===== config.mk =====
export PLATFORM = sky130hd
export DESIGN_NAME = frame_write_sequencer
export DESIGN_NICKNAME = d
export VERILOG_FILES = /design/src/rtl/fabric_cfg_pkg.sv /design/src/rtl/frame_strobe_decoder.sv /design/src/rtl/frame_write_sequencer.sv
export SDC_FILE = /design/constraint.sdc
export NUM_CORES = 1
export LEC_CHECK = 0
export ABC_AREA = 1
export BUFFER_PORTS_ARGS = -buffer_cell sky130_fd_sc_hd__buf_2
export CELL_PAD_IN_SITES_DETAIL_PLACEMENT = 1
export CELL_PAD_IN_SITES_GLOBAL_PLACEMENT = 2
export CORE_MARGIN = 2
export CORE_UTILIZATION = 34
export DETAILED_ROUTE_END_ITERATION = 8
export PLACE_DENSITY_LB_ADDON = 0.1
export SYNTH_ARGS = -nofsm -noshare
export SYNTH_HDL_FRONTEND = slang
export SYNTH_SLANG_ARGS = --single-unit

===== constraint.sdc =====
create_clock -name CLK -period 44 [get_ports CLK]
set_input_delay 6.6 -clock CLK [delete_from_list [all_inputs] [get_ports CLK]]
set_output_delay 6.6 -clock CLK [all_outputs]
set_load 0.01 [all_outputs]

===== src/rtl/fabric_cfg_pkg.sv =====
// rtl/fabric_cfg_pkg.sv - shared configuration header fields and sequencer state encoding
package fabric_cfg_pkg;

  // Header word layout: [31:28] magic, [27:20] column, [19:5] unused, [4:0] frame index
  localparam logic [3:0] CFG_MAGIC = 4'hA;
  localparam int MAGIC_LSB = 28;
  localparam int MAGIC_W   = 4;
  localparam int COL_LSB   = 20;
  localparam int COL_W     = 8;
  localparam int FRAME_LSB = 0;
  localparam int FRAME_W   = 5;

  typedef enum logic [2:0] {
    IDLE   = 3'd0,
    LOAD   = 3'd1,
    SETUP  = 3'd2,
    STROBE = 3'd3,
    HOLD   = 3'd4
  } cfg_state_e;

  typedef struct packed {
    logic [MAGIC_W-1:0] magic;
    logic [COL_W-1:0]   column;
    logic [FRAME_W-1:0] frame;
  } cfg_header_t;

  function automatic cfg_header_t parse_header(input logic [31:0] w);
    cfg_header_t h;
    h.magic  = w[MAGIC_LSB +: MAGIC_W];
    h.column = w[COL_LSB +: COL_W];
    h.frame  = w[FRAME_LSB +: FRAME_W];
    return h;
  endfunction

endpackage


===== src/rtl/frame_strobe_decoder.sv =====
// rtl/frame_strobe_decoder.sv - registered one-hot decoder of (column, frame) into the FrameStrobe vector
module frame_strobe_decoder
  import fabric_cfg_pkg::*;
#(
  parameter int NumberOfColumns = 10,
  parameter int MaxFramesPerCol = 20
) (
  input  logic                                       clk,
  input  logic                                       rst,
  input  logic [COL_W-1:0]                           column,
  input  logic [FRAME_W-1:0]                         frame,
  input  logic                                       enable,
  output logic [NumberOfColumns*MaxFramesPerCol-1:0] strobe
);

  localparam int NSTB = NumberOfColumns * MaxFramesPerCol;

  logic [NSTB-1:0] strobe_d;
  logic [NSTB-1:0] strobe_q;

  // Only in-range (column, frame) pairs can ever set a bit, so the output is at most one-hot
  always_comb begin
    strobe_d = '0;
    for (int c = 0; c < NumberOfColumns; c++) begin
      for (int f = 0; f < MaxFramesPerCol; f++) begin
        if (enable && (column == COL_W'(c)) && (frame == FRAME_W'(f))) begin
          strobe_d[c*MaxFramesPerCol + f] = 1'b1;
        end
      end
    end
  end

  // Registered so the strobe lines into the fabric never glitch; reset drops them at once
  always_ff @(posedge clk or posedge rst) begin
    if (rst) begin
      strobe_q <= '0;
    end else begin
      strobe_q <= strobe_d;
    end
  end

  assign strobe = strobe_q;

endmodule


===== src/rtl/frame_write_sequencer.sv =====
// rtl/frame_write_sequencer.sv - assembles per-row frame words from a word stream and strobes one frame latch
module frame_write_sequencer
  import fabric_cfg_pkg::*;
#(
  parameter int FrameBitsPerRow = 32,
  parameter int MaxFramesPerCol = 20,
  parameter int NumberOfRows    = 16,
  parameter int NumberOfColumns = 10,
  parameter int SetupCycles     = 1,
  parameter int StrobeCycles    = 1
) (
  input  logic                                       CLK,
  input  logic                                       RESET,
  input  logic [31:0]                                s_data,
  input  logic                                       s_valid,
  output logic                                       s_ready,
  output logic [NumberOfRows*FrameBitsPerRow-1:0]    FrameData,
  output logic [NumberOfColumns*MaxFramesPerCol-1:0] FrameStrobe,
  output logic                                       busy,
  output logic                                       error,
  output logic [15:0]                                frames_written
);

  localparam int ROW_W   = (NumberOfRows > 1) ? $clog2(NumberOfRows) : 1;
  localparam int MAX_CYC = (SetupCycles > StrobeCycles) ? SetupCycles : StrobeCycles;
  localparam int CNT_W   = $clog2(MAX_CYC + 1);
  localparam int FD_W    = NumberOfRows * FrameBitsPerRow;

  cfg_state_e         state_q, state_d;
  logic [ROW_W-1:0]   row_q, row_d;
  logic [CNT_W-1:0]   cnt_q, cnt_d;
  logic [COL_W-1:0]   column_q, column_d;
  logic [FRAME_W-1:0] frame_q, frame_d;
  logic               skip_q, skip_d;
  logic               error_q, error_d;
  logic [15:0]        frames_written_q, frames_written_d;
  logic [FD_W-1:0]    frame_data_q, frame_data_d;
  logic               s_ready_q, s_ready_d;
  logic               busy_q, busy_d;
  logic               strobe_en;
  logic               hs;
  cfg_header_t        hdr;

  // Next-state logic; registered outputs are derived from the next state so they line up with it
  always_comb begin
    state_d          = state_q;
    row_d            = row_q;
    cnt_d            = cnt_q;
    column_d         = column_q;
    frame_d          = frame_q;
    skip_d           = skip_q;
    error_d          = error_q;
    frames_written_d = frames_written_q;
    frame_data_d     = frame_data_q;
    hs               = s_valid && s_ready_q;
    hdr              = parse_header(s_data);

    case (state_q)
      IDLE: begin
        if (hs) begin
          if (hdr.magic != CFG_MAGIC) begin
            error_d = 1'b1;
          end else begin
            column_d = hdr.column;
            frame_d  = hdr.frame;
            // Out-of-range targets still consume their data words but never strobe
            skip_d   = (int'(hdr.column) >= NumberOfColumns) ||
                       (int'(hdr.frame) >= MaxFramesPerCol);
            if ((int'(hdr.column) >= NumberOfColumns) ||
                (int'(hdr.frame) >= MaxFramesPerCol)) begin
              error_d = 1'b1;
            end
            row_d   = '0;
            state_d = LOAD;
          end
        end
      end
      LOAD: begin
        if (hs) begin
          frame_data_d[row_q*FrameBitsPerRow +: FrameBitsPerRow] = s_data[FrameBitsPerRow-1:0];
          if (int'(row_q) == NumberOfRows - 1) begin
            row_d   = '0;
            cnt_d   = '0;
            state_d = SETUP;
          end else begin
            row_d = row_q + 1'b1;
          end
        end
      end
      SETUP: begin
        if (int'(cnt_q) == SetupCycles - 1) begin
          cnt_d   = '0;
          state_d = skip_q ? HOLD : STROBE;
        end else begin
          cnt_d = cnt_q + 1'b1;
        end
      end
      STROBE: begin
        if (int'(cnt_q) == StrobeCycles - 1) begin
          cnt_d            = '0;
          frames_written_d = frames_written_q + 16'd1;
          state_d          = HOLD;
        end else begin
          cnt_d = cnt_q + 1'b1;
        end
      end
      HOLD: begin
        state_d = IDLE;
      end
      default: begin
        state_d = IDLE;
      end
    endcase

    s_ready_d = (state_d == IDLE) || (state_d == LOAD);
    busy_d    = (state_d != IDLE);
    strobe_en = (state_d == STROBE);
  end

  // All sequencer state; reset aborts any frame in flight immediately
  always_ff @(posedge CLK or posedge RESET) begin
    if (RESET) begin
      state_q          <= IDLE;
      row_q            <= '0;
      cnt_q            <= '0;
      column_q         <= '0;
      frame_q          <= '0;
      skip_q           <= 1'b0;
      error_q          <= 1'b0;
      frames_written_q <= '0;
      frame_data_q     <= '0;
      s_ready_q        <= 1'b0;
      busy_q           <= 1'b0;
    end else begin
      state_q          <= state_d;
      row_q            <= row_d;
      cnt_q            <= cnt_d;
      column_q         <= column_d;
      frame_q          <= frame_d;
      skip_q           <= skip_d;
      error_q          <= error_d;
      frames_written_q <= frames_written_d;
      frame_data_q     <= frame_data_d;
      s_ready_q        <= s_ready_d;
      busy_q           <= busy_d;
    end
  end

  frame_strobe_decoder #(
    .NumberOfColumns(NumberOfColumns),
    .MaxFramesPerCol(MaxFramesPerCol)
  ) u_strobe_dec (
    .clk    (CLK),
    .rst    (RESET),
    .column (column_q),
    .frame  (frame_q),
    .enable (strobe_en),
    .strobe (FrameStrobe)
  );

  assign s_ready        = s_ready_q;
  assign busy           = busy_q;
  assign error          = error_q;
  assign frames_written = frames_written_q;
  assign FrameData      = frame_data_q;

endmodule


==> results.ini <==
[die]
die_h_um = 304
fp-row-count = 109
dieArea_mm2 = 0.0923
core_area_mm2 = 0.0888
die_w_um = 304
io_pins = 766
initial_utilization = 0.344

[clock_network]
clock-sinks = 752
clk-insertion-delay-late_ns = 0.64
cts_buffers = 86
cts_tree = built
root_buffer = clkbuf_16
cts-hold-fix-buffers = 0
clk_pin_slew_ns = 0.06
cts_htree_levels = 3
cts_resized = 0
clk_path_buf_depth = 3
postCtsSetupBuffers = 0

[setup_path]
crit_arrival_ns = 9.96
crit_type = input pin to asynchronous set/reset pin
cp-end-kind = asynchronous set/reset pin
r2r-start = row_q[0]$_DFFE_PP0P_
r2r-end = FrameData[302]$_DFFE_PP0P_
rrSetupSlack_ns = 38.77
ff2ff_path_depth = 14
startpoint_type = input pin
cp_data_required_time_ns = 44.58
crit_path_max_fanout = 176

[timing]
whs_ns = 0.467
final.setup.worst_slack_ns = 34.62
rsz0062_at_grt = no
tightest_slew_ns = 1.08
min_period_over_period = 0.213
fmaxAchievable_mhz = 107
layout_min_cycle_time_ns = 9.38
final-max-slew-violation-count = 0
max_slew_margin = 0.278
hold_violations = 0
setup_viol = 0
skew_ns = 0.0291
fin_tns_setup_ns = 0

[routing]
drt_iter0_drc = 1928
drc = 0
vias_per_cell = 5.05
vias = 27365
route.antenna.remaining_nets = 0
finalWirelength_mm = 138
drt_pass1_iterations = 4
routedWlPerCell_um = 25.6

[logic_synthesis]
synth_cells = 3540
synth_nets = 3579
syn_area_per_cell_um2 = 8.63
synth_cell_types = 29
syn_area_mm2 = 0.0306
synthArstFlopShare = 1.00
ys_ff_latch = 752
synth_edf_count = 0
synth_flop_cell = dfrtp_1
synth_seq_area_share = 0.616
synth-warning-count = 0

[power_and_ir_drop]
ir_worst_vdd_uv = 44.7
power_per_cell_area_mw_per_mm2 = 57.0
p_leak_uw = 0.0218

[min_path]
holdPathEnd = FrameData[344]$_DFFE_PP0P_
min_from = FrameData[344]$_DFFE_PP0P_
hold_depth = 2
hp-class = flip-flop to flip-flop

[grt]
grt_pass1_vias = 28236
grt_pass1_wl_mm = 203
grt_start_max_net_pins = 177
grt_antenna_before_repair = 3
grt_overflow = 0
grt_use_total = 0.295

[place]
place_ws_ns = 33.95
dpl.hpwl_mm = 92.5
place.gp.congestion = 0.815
io_buffer_count = 765

[run_status]
status = completed

[final_layout]
fill_cells = 10659
drive_above_1_share = 0.231
area_delta_synth_final_pct = 25.3
fin_nets = 4227
post-route-util = 0.431

[run]
cap_viol_max_count = 0

[area by class of cell]
| cell class | count | area, µm² | area share |
|---|---|---|---|
| diodes | 2 | 5.00 | 0.000131 |
| clock buffers | 128 | 2540 | 0.0663 |
| repair buffers | 808 | 4190 | 0.109 |
| inverters | 137 | 524 | 0.0137 |
| flip-flops and latches | 752 | 18800 | 0.492 |
| clock inverters | 24 | 447 | 0.0117 |
| well taps | 1165 | 1460 | 0.0381 |
| multi-input cells | 2403 | 10300 | 0.269 |
[synthesized netlist by cell type, types with 4 or more instances]
cell | instances | share of area
ha_1 | 4 | 0.0016
nand2_2 | 6 | 0.0012
clkbuf_1 | 138 | 0.017
o21ai_1 | 133 | 0.022
xor2_1 | 9 | 0.0026
inv_2 | 7 | 0.00086
xnor2_1 | 4 | 0.0011
inv_1 | 128 | 0.016
buf_2 | 78 | 0.013
nor2_2 | 11 | 0.0023
nand2_1 | 1197 | 0.15
nor2_1 | 499 | 0.061
nor3_1 | 52 | 0.0085
nand3_1 | 210 | 0.034
dfrtp_1 | 752 | 0.62
buf_1 | 28 | 0.0034
o21ai_0 | 153 | 0.025
nand4_1 | 112 | 0.023
a21oi_1 | 5 | 0.00082
[sequential cells by signal, indices dropped and copies added, names as in the netlist, 3 cells and up]
name	count
FrameData	512
u_strobe_dec.strobe	200
frames_written	16
column_q	8
frame_q	5
row_q	4
state_q	3
[layout by cell type (no fill, tap or decap), types with 19 or more instances in the layout]
cell type / count
buf_4: 40
nor3_1: 52
o21ai_1: 133
dfrtp_1: 751
clkbuf_16: 86
nand3_1: 209
nor2_1: 495
nand4_1: 112
buf_2: 765
o21ai_0: 153
inv_1: 126
clkbuf_1: 19
nand2_1: 1193
clkbuf_8: 23
[logic make-up (layout without fill, tap and decap cells)]
| logic type | Yosys count | after routing | synth area share |
|---|---|---|---|
| simple gates | 2092 | 2092 | 0.280 |
| flops | 752 | 752 | 0.616 |
| buf+inv | 385 | 1097 | 0.0510 |
| compound gates | 294 | 294 | 0.0483 |
| xor+xnor | 13 | 13 | 0.00373 |
| fa+ha+maj | 4 | 4 | 0.00164 |
| other cells | 0 | 2 | 0 |
[routing by layer]
metal,part of all wire,track usage
met1,0.41,0.371
met2,0.48,0.488
met3,0.069,0.0740
met4,0.041,0.118
met5,0.00022,0
[how the worst max path moves through the flow]
stage	from	end	slack (ns)	cells after the start
after global placement	RESET	FrameData[18]$_DFFE_PP0P_	33.96	5
after CTS	RESET	FrameData[151]$_DFFE_PP0P_	34.59	5
final	RESET	FrameData[279]$_DFFE_PP0P_	34.62	5
after global routing	RESET	FrameData[279]$_DFFE_PP0P_	34.25	5
after detailed placement	RESET	FrameData[151]$_DFFE_PP0P_	33.95	5
after floorplan	RESET	FrameData[0]$_DFFE_PP0P_	16.30	1
[per-stage QoR]
stage | instance area, µm² | total power (µW) | cells
2_1_floorplan | 30600 | 1170 | 3540
3_3_place_gp | 35300 | 1440 | 5265
3_5_place_dp | 35300 | 1440 | 5265
4_1_cts | 38300 | 2200 | 5417
5_1_grt | 38300 | 2290 | 5417
6_report | 38300 | 2180 | 5419
[worst max-delay path, stage by stage]
cell	delay (ns)
buf_2	0.13
inv_8	0.64
buf_4	0.72
buf_12	0.67
buf_12	0.71
[power by group]
part	leakage (µW)	internal (µW)	switching, µW	total [µW]
logic	0.00988	116	523	638
clock network	0.00146	445	313	758
registers	0.0104	742	45.3	787
Power figures use the tool's default switching activity.
